--- config.mk ---
export PLATFORM = sky130hd
export DESIGN_NAME = zn_wlx_fsk_mod
export DESIGN_NICKNAME = d
export VERILOG_FILES = /design/src/rtl/zn_wlx_fsk_mod.sv
export SDC_FILE = /design/constraint.sdc
export NUM_CORES = 1
export LEC_CHECK = 0
export BUFFER_PORTS_ARGS = -buffer_cell sky130_fd_sc_hd__buf_4
export CAP_MARGIN = 20
export CORE_ASPECT_RATIO = 0.6
export CORE_MARGIN = 2
export CORE_UTILIZATION = 53
export DETAILED_ROUTE_END_ITERATION = 7
export GPL_TIMING_DRIVEN = 0
export PLACE_DENSITY_LB_ADDON = 0.1
export SLEW_MARGIN = 40
export SYNTH_ARGS = -nofsm -noshare
export SYNTH_HDL_FRONTEND = slang
export SYNTH_SLANG_ARGS = --single-unit
--- constraint.sdc ---
create_clock -name sample_clk -period 2 [get_ports sample_clk]
set_input_delay 0.2 -clock sample_clk [delete_from_list [all_inputs] [get_ports sample_clk]]
set_output_delay 0.2 -clock sample_clk [all_outputs]
set_load 0.05 [all_outputs]
--- src/rtl/zn_wlx_fsk_mod.sv ---
// rtl/zn_wlx_fsk_mod.sv - binary FSK modulator, UART-framed bytes to a phase-continuous triangle DAC stream
module zn_wlx_fsk_mod #(
    parameter logic [15:0] FTW_MARK    = 16'd2048,
    parameter logic [15:0] FTW_SPACE   = 16'd1024,
    parameter int          BIT_SAMPLES = 256
) (
    input  logic       sample_clk,
    input  logic       rst,
    input  logic [7:0] tx_data,
    input  logic       tx_valid,
    output logic       tx_ready,
    output logic       tx_busy,
    output logic       tx_bit,
    output logic [7:0] dac_out
);

    localparam logic [15:0] LAST_SAMPLE = 16'(BIT_SAMPLES - 1);

    typedef enum logic [1:0] {IDLE, START, DATA, STOP} state_t;

    state_t      state;
    logic [15:0] phase;
    logic [15:0] sample_cnt;
    logic [2:0]  bit_idx;
    logic [7:0]  shift_reg;
    logic [15:0] ftw;
    logic [15:0] phase_next;
    logic        bit_end;

    function automatic logic [7:0] tri_wave(input logic [15:0] ph);
        logic [7:0] ramp;
        ramp = {ph[14:8], 1'b0};
        return ph[15] ? ~ramp : ramp;
    endfunction

    assign tx_ready   = (state == IDLE);
    assign ftw        = tx_bit ? FTW_MARK : FTW_SPACE;
    assign phase_next = phase + ftw;
    assign bit_end    = (sample_cnt == LAST_SAMPLE);

    // Phase runs on every edge regardless of state so tone switches stay continuous.
    always_ff @(posedge sample_clk or negedge rst) begin
        if (!rst) begin
            state      <= IDLE;
            phase      <= 16'd0;
            sample_cnt <= 16'd0;
            bit_idx    <= 3'd0;
            shift_reg  <= 8'd0;
            dac_out    <= 8'd0;
            tx_bit     <= 1'b1;
            tx_busy    <= 1'b0;
        end else begin
            phase   <= phase_next;
            dac_out <= tri_wave(phase_next);
            case (state)
                IDLE: begin
                    tx_bit  <= 1'b1;
                    tx_busy <= 1'b0;
                    if (tx_valid) begin
                        shift_reg  <= tx_data;
                        state      <= START;
                        sample_cnt <= 16'd0;
                        tx_bit     <= 1'b0;
                        tx_busy    <= 1'b1;
                    end
                end
                START: begin
                    if (bit_end) begin
                        state      <= DATA;
                        bit_idx    <= 3'd0;
                        tx_bit     <= shift_reg[0];
                        sample_cnt <= 16'd0;
                    end else begin
                        sample_cnt <= sample_cnt + 16'd1;
                    end
                end
                DATA: begin
                    if (bit_end) begin
                        sample_cnt <= 16'd0;
                        if (bit_idx != 3'd7) begin
                            bit_idx   <= bit_idx + 3'd1;
                            shift_reg <= {1'b0, shift_reg[7:1]};
                            tx_bit    <= shift_reg[1];
                        end else begin
                            state  <= STOP;
                            tx_bit <= 1'b1;
                        end
                    end else begin
                        sample_cnt <= sample_cnt + 16'd1;
                    end
                end
                STOP: begin
                    if (bit_end) begin
                        state      <= IDLE;
                        tx_busy    <= 1'b0;
                        sample_cnt <= 16'd0;
                    end else begin
                        sample_cnt <= sample_cnt + 16'd1;
                    end
                end
                default: state <= IDLE;
            endcase
        end
    end

endmodule

; ---- Word level (Yosys, flattened, before mapping)
; Cells that the tools add are included.
[word_totals]
regBits = 55
input_bits = 11
output_inout_bits = 11
elab_cells = 61
[op_classes]
n_addsub = 3
eq_ne = 11
n_mux = 27
bitwise = 1
n_reduce_logical = 11
[ops]
columns = operator, n
row1 = $mux W16, 2
row2 = $mux W8, 4
row3 = $pmux W16 S2, 1
row4 = $add A16 B1 Y16 const B, 1
row5 = $add A16 B12 Y16, 1
row6 = $eq A16 B8 Y1 const B, 1
row7 = $pmux W8 S2, 1
row8 = $mux W12, 1
row9 = $ne A2 B2 Y1 const B, 6
row10 = $mux W2, 5
row11 = $mux W3, 3
row12 = $not A8 Y8, 1
row13 = $pmux W2 S4, 1
row14 = $reduce_and A4 Y1, 2
row15 = $mux W1, 6
row16 = $pmux W3 S2, 1
row17 = $reduce_bool A2 Y1, 3
row18 = $reduce_and A5 Y1, 1
row19 = $eq A2 B2 Y1 const B, 2
row20 = $add A3 B1 Y3 const B, 1
row21 = $ne A3 B3 Y1 const B, 1
row22 = $pmux W1 S3, 1
row23 = $reduce_and A3 Y1, 1
row24 = $reduce_bool A3 Y1, 1
row25 = other kinds (5), 5

; ---- Logic depth before layout (Yosys ltp)
; Gate-level depths: netlist of run 1.
[depth]
depth_word = 4
depth_mapped = 8
depth_no_buf = 7

; ---- Worst setup path before layout of run 1
; OpenSTA, ideal clock, no wires.
[synth_timing]
path_kind = register to register
from = register state[0]
to = register state[0]
setup_ps = 99
arrival_ps = 2234
path_slack_ps = -334
path_stages_with_launch = 9
path_cell_list = dfrtp_1 -> inv_1 -> ha_1 -> buf_2 -> inv_1 -> nor2_1 -> clkbuf_1 -> nor4_1 -> a311oi_1
[synth_between]
elab_chain_cells = 3
[synth_rtl]
columns = element, line_no
row1 = "start, declared", 21  ; state_t state;
row2 = "start signal, assigned", 44  ; state <= IDLE;
row3 = "start signal, assigned", 61  ; state <= START;
row4 = "start signal, assigned", 69  ; state <= DATA;
row5 = $logic_not A2 Y1 *, n/a
row6 = net tx_ready, 11  ; output logic tx_ready,
row7 = $ne A2 B2 Y1 (no line), n/a
row8 = $reduce_and A5 Y1 (no line), n/a
; Mark *: on every way through the listed nets, which the timed path passes. The rest lies on a longest branch.
; A chain may end at the register's enable or synchronous reset.

; ---- Worst setup path in the final report of run 1
[layout_timing]
from = register sample_cnt[10]
to = register shift_reg[4]
[layout_between]
elab_chain_cells = 3
[layout_rtl]
columns = element, line_no
row1 = "start, declared", 23  ; logic [15:0] sample_cnt;
row2 = "start signal, assigned", 74  ; sample_cnt <= sample_cnt + 16'd1;
row3 = "start signal, assigned", 89  ; sample_cnt <= sample_cnt + 16'd1;
row4 = "start signal, assigned", 98  ; sample_cnt <= sample_cnt + 16'd1;
row5 = $eq A16 B8 Y1, 39  ; assign bit_end = (sample_cnt == LAST_SAMPLE);
row6 = $ne A2 B2 Y1 (no line), n/a
row7 = $reduce_and A4 Y1 (no line), n/a
row8 = "end signal, assigned", 60  ; shift_reg <= tx_data;
row9 = "end signal, assigned", 82  ; shift_reg <= {1'b0, shift_reg[7:1]};
row10 = "end, declared", 25  ; logic [7:0] shift_reg;
; No other way between the ends.

==> impl_metrics.tcl, run 1 <==
set metrics [dict create \
    grt_usage 0.224 \
    drv_cap 0 \
    ir_drop_uv 910 \
    core_um2 4140 \
    nets 283 \
    worstPathMaxFanout 7 \
    netlist_area_um2 2300 \
    p_leak_nw 1.23 \
    dieWidth_um 89.0 \
    n_antenna_cell 0 \
    dpl.hpwl_um 3470 \
    clock_latency_ps 300 \
    final_core_util 0.685 \
    multi_input_area_um2 1200 \
    drv_slew 0 \
    fp.dieArea_um2 4900 \
    syn_area_per_cell_um2 10.3 \
    clk_pin_slew_ps 90 \
    antenna_found_initial 0 \
    finalWirelength_um 5060 \
    ant_nets 0 \
    outcome "finished, violations left" \
    largest_reg_flops 16 \
    yosysSeqAreaShare 0.458 \
    ctsRootBufferMaster "clkbuf_8" \
    path_delay_family "simple AND/OR/NAND/NOR gates" \
    power_density_nw_per_um2 1660 \
    seq_area_um2 1060 \
    finalHoldViolations 0 \
    min_path_type "input pin to flop" \
    timing_worst_setup_path_type "flop to flop" \
    async_reset_ff_frac 1.00 \
    cts_buffer_depth 2 \
    yosysTopAreaCell "dfrtp_1" \
    cp_data_required_time_ps 2180 \
    vias 1847 \
    syn2layout_area_growth_pct 23.5 \
    cts_htree_levels 2 \
    cts_tree "done" \
    wl_per_cell_um 15.7 \
    chipHeight_um 55.0 \
    finalWorstSetupSlack_ps -1.04 \
    drt_iter0_drc 198 \
    path_cells "nor4_4, nand4_4, or4_4, buf_6, o221a_1" \
    setup-violations-final 1 \
    yosysUniqueCellTypes 43 \
    cp.arrival_ps 2180 \
    nFillCells 347 \
    grt_first_pass_wirelength_um 8200 \
    synth.area.top_cells "dfrtp_1, ha_1, nand2_1" \
    cpMaxStageDelayCell "or4_4" \
    rows 18 \
    fmax_mhz 500 \
    grt_max_degree 43 \
    worstMarginPinSlew_ps 536 \
    failed_checks "setup timing" \
    gp_congestion 0.848 \
    startpoint_type "flop" \
    cp-end-kind "flop" \
    synth_fp_nets 245 \
    ys_ff_latch 42 \
    rsz0062_at_grt "yes" \
    finClkSkew_ps 11.2 \
    critPathBufInv 1 \
    start_util 0.555 \
    ios 22 \
    fin_crit_sh 1.00 \
    min_period_ps 2000 \
    slew_headroom 0.643 \
    yosysWarnings 0 \
    synth_edf_count 0 \
    yosysTopAreaCellShare 0.446 \
    synthCells 223 \
    total_power_mw 4.73 \
    grt.overflow.total 0 \
    first_pass_iters 5 \
    port_buffers 21 \
    worst_path_largest_cell_delay_ps 510 \
    via_per_inst 5.74 \
    synth_ff_type "dfrtp_1" \
    grt_pass1_vias 1648 \
    numCtsBuffers 5 \
    drc 0 \
    drive_gt1_frac 0.309 \
    cts_sinks 42 \
]
-- cell type report --
| class | instances | share of cell area |
|---|---|---|
| buffer | 13 | 0.0291 |
| inverter | 11 | 0.0145 |
| timing repair buffer | 32 | 0.0855 |
| clock inverter | 2 | 0.0212 |
| multi-input combinational | 156 | 0.422 |
| clock buffer | 6 | 0.0291 |
| tap | 60 | 0.0264 |
| sequential | 42 | 0.372 |
-- cell families (layout without fill, tap and decap cells) --
kind of cell	after synthesis	count (layout)	share of synthesized area
xor+xnor	11	11	0.0419
simple gates	72	72	0.180
fa+ha+maj	11	11	0.0631
mux	6	6	0.0272
buf+inv	25	64	0.0479
flops	42	42	0.458
compound gates	56	56	0.182
-- per-stage QoR --
step | hold slack (ps) | cells | TNS, ps | instance area, um^2 | worst slack (ps)
final | 221 | 322 | -1.04 | 2840 | -1.04
after global routing | 268 | 322 | -463 | 2840 | -67.5
after CTS | 229 | 321 | 0 | 2800 | 0.909
after detailed placement | 217 | 304 | -1540 | 2550 | -191
after global placement | 218 | 304 | -1430 | 2550 | -201
after floorplan | -95.6 | 223 | 0 | 2320 | 19.6
-- path summary, 6_finish.rpt --
kind	start	to	slack, ps	cells after the start
worst max-delay path	sample_cnt[10]	shift_reg[4]	-1	5
worst min-delay path	tx_data[7]	shift_reg[7]	220	3
worst max register to register	sample_cnt[10]	shift_reg[4]	-1	5
worst min register to register	phase[14]	phase[14]	520	1
max in group asynchronous	rst	sample_cnt[10]	1170	2
min in group asynchronous	rst	sample_cnt[0]	420	2
-- power by group --
part | internal (mW) | switching [mW]
sequential | 1.20 | 0.254
combinational | 1.03 | 1.40
clock | 0.533 | 0.307
-- Yosys cell counts (2+ instances only) --
master,number
dfrtp_1,41
nand2_1,21
o21ai_0,14
inv_1,11
ha_1,10
a21oi_1,9
or2_2,9
nand4_1,8
a31oi_1,7
clkbuf_1,7
nor2_1,7
o221a_1,7
xnor2_1,7
a22o_1,6
nand3_1,6
buf_2,4
mux2i_1,4
nand2b_1,4
nor3_1,4
xor2_1,4
a41oi_1,3
buf_4,3
a21o_1,2
and4_1,2
mux2_2,2
nor4_1,2
nor4_4,2
or4_1,2
-- placed cells by master (no fill, tap or decap), drive strengths merged, types with 2 or more instances in the layout --
master / synthesis / routed
a21o: 2 / 2
a21oi: 9 / 9
a22o: 6 / 6
a31oi: 7 / 7
a41oi: 3 / 3
and4: 2 / 2
buf: 7 / 40
bufinv: 0 / 2
clkbuf: 7 / 10
dfrtp: 41 / 41
ha: 10 / 10
inv: 11 / 11
mux2: 2 / 2
mux2i: 4 / 4
nand2: 21 / 21
nand2b: 4 / 4
nand3: 6 / 6
nand4: 9 / 9
nor2: 7 / 7
nor3: 4 / 4
nor4: 4 / 4
o21ai: 14 / 14
o221a: 8 / 8
or2: 9 / 9
or4: 2 / 2
xnor2: 7 / 7
xor2: 4 / 4
-- timing repair --
item / 4_1_cts / 5_1_grt
setup buffers: 9 / 1
gates cloned: 0 / 0
hold buffers: 1 / 0
gates resized for setup: 12 / 17
pin swaps: 5 / 3
setup endpoints to repair: 15 / 17
hold endpoints to repair: 41 / 0
-- metal layers --
metal,up-vias,share of wire,GRT usage
li1,895,-,-
met1,883,0.53,0.353
met2,65,0.39,0.303
met3,4,0.073,0.0564
met4,0,0.0065,0.0498
met5,-,0,0
-- tightest hold or removal path, delay by kind of cell --
kind / cells / cell delay (ps)
AOI/OAI and AO/OA: 2 / 190
buffers and inverters: 1 / 80
(Power assumes the default switching activity.)
==> run 2: changes to the inputs <==
REMOVE_ABC_BUFFERS = 1   (was default)
==> run 2 against run 1 <==
Against the previous run: the flow now finishes without violations; die area unchanged; sequential share of layout area is 0.53 points higher; clock skew down 4.6 ps; clock power decreased by 24%; via count up 0.76%; power down 2.6%; routed wire length shrank 0.57%; maximum frequency rose by 0.33%; global-route usage is 0.051 points higher; hold slack better by 23 ps; first-iteration DRC count up 4.5%; largest cell class unchanged.
==> impl_metrics.tcl, run 2 (same netlist as run 1, synthesis figures left out) <==
set metrics [dict create \
    outcome "completed" \
    grt.overflow.total 0 \
    via_per_inst 5.93 \
    cp-end-kind "flop" \
    vias 1861 \
    setup-violations-final 0 \
    grt_pass1_vias 1737 \
    path_cells "nor4_4, buf_4, buf_4, a41oi_2, o32ai_2, mux2_4" \
    drv_slew 0 \
    drive_gt1_frac 0.311 \
    wl_per_cell_um 16.0 \
    instances_no_fill 314 \
    nFillCells 335 \
    min_period_ps 1990 \
    first_pass_iters 5 \
    start_util 0.555 \
    drt_iter0_drc 207 \
    finClkSkew_ps 6.62 \
    cpMaxStageDelayCell "dfrtp_2" \
    finalWirelength_um 5030 \
    drv_cap 0 \
    fin_crit_sh 0.997 \
    final_common_cell "dfrtp_1" \
    cp_data_required_time_ps 2180 \
    largest_reg_flops 16 \
    grt_usage 0.224 \
    final_core_util 0.676 \
    worstHoldPathCells 3 \
    dpl.hpwl_um 3270 \
    chipHeight_um 55.0 \
    numCtsBuffers 5 \
    mostFrequentLayoutCells "dfrtp_1, buf_4, nand2_1, o21ai_0" \
    rows 18 \
    startpoint_type "flop" \
    cts_sinks 42 \
    ctsRootBufferMaster "clkbuf_8" \
    r2r_end "state[1]" \
    holdCritStartpoint "tx_data[7]" \
    reg2reg_slack_ps 6 \
    fmax_mhz 501 \
    total_power_mw 4.60 \
    gp_congestion 0.833 \
    cts_htree_levels 2 \
    grt_first_pass_wirelength_um 8180 \
    finalHoldViolations 0 \
    cts_tree "done" \
    p_leak_nw 1.17 \
    slew_headroom 0.620 \
    cpMostUsedCell "buf_4" \
    ant_nets 0 \
    power_density_nw_per_um2 1640 \
    ir_drop_uv 1380 \
    port_buffers 21 \
    timing_worst_setup_path_type "flop to flop" \
    dp.cells 290 \
    worstPathMaxFanout 6 \
    worst_path_largest_cell_delay_ps 470 \
    drc 0 \
    grt_max_degree 43 \
    dieWidth_um 89.0 \
    worstMarginPinSlew_ps 569 \
    r2r_cells 6 \
    fp.dieArea_um2 4900 \
    whs_endpoint "shift_reg[7]" \
    nets 275 \
    ios 22 \
    reg2reg_from "sample_cnt[13]" \
    n_antenna_cell 0 \
    clk_pin_slew_ps 80 \
    cp.arrival_ps 2180 \
    core_um2 4140 \
    clock_latency_ps 300 \
    min_path_type "input pin to flop" \
    cts_buffer_depth 2 \
    antenna_found_initial 0 \
    syn2layout_area_growth_pct 21.9 \
]
run 2: metrics by stage:
| stage | area, um^2 | TNS, ps | setup slack, ps | hold slack (ps) |
|---|---|---|---|---|
| floorplan | 2230 | -8040 | -516 | -95.6 |
| global placement | 2460 | -11070 | -639 | 206 |
| detailed placement | 2470 | -5890 | -456 | 223 |
| CTS | 2700 | -57.5 | -14.8 | 238 |
| global route | 2800 | -135 | -43.7 | 258 |
| finish | 2800 | 0 | 5.63 | 244 |
run 2: what timing repair did:
item | in CTS | in global routing
pin swaps | 5 | 4
endpoints found under the setup margin | 25 | 16
hold buffers | 1 | 0
setup buffers | 10 | 5
hold endpoints to repair | 41 | 0
resized for setup | 8 | 14
run 2: area by class of cell:
class,instances,area [um^2],area share
Sequential cell,42,1060,0.377
Clock buffer,8,110,0.0393
Tap cell,60,75.1,0.0268
Timing Repair Buffer,37,280,0.100
Multi-Input combinational cell,156,1240,0.442
Inverter,11,41.3,0.0147
run 2: per-layer routing:
layer / global-route usage / up-vias / part of all wire
li1: - / 875 / -
met1: 0.315 / 909 / 0.47
met2: 0.351 / 68 / 0.45
met3: 0.0490 / 9 / 0.058
met4: 0.0721 / 0 / 0.013
met5: 0 / - / 0
run 2: critical path: cells and delay by family, from the launching register on:
kind	cells	cell delay, ps
buffers and inverters	2	290
flip-flops	1	470
multiplexers	1	320
AND/OR/NAND/NOR	1	330
AO/OA/AOI/OAI	2	460
run 2: worst max path at each step:
stage	startpoint	endpoint	slack, ps	depth (start not counted)
finish	sample_cnt[13]	state[1]	6	6
global placement	state[0]	shift_reg[4]	-640	6
detailed placement	state[0]	shift_reg[5]	-460	6
CTS	state[0]	sample_cnt[10]	-10	5
global route	sample_cnt[13]	state[1]	-40	6
floorplan	state[0]	state[1]	-520	6
run 2: where the power goes:
part	switching (mW)	internal, mW	total, mW
clock network	0.293	0.349	0.641
logic	1.39	1.05	2.44
registers	0.317	1.20	1.52
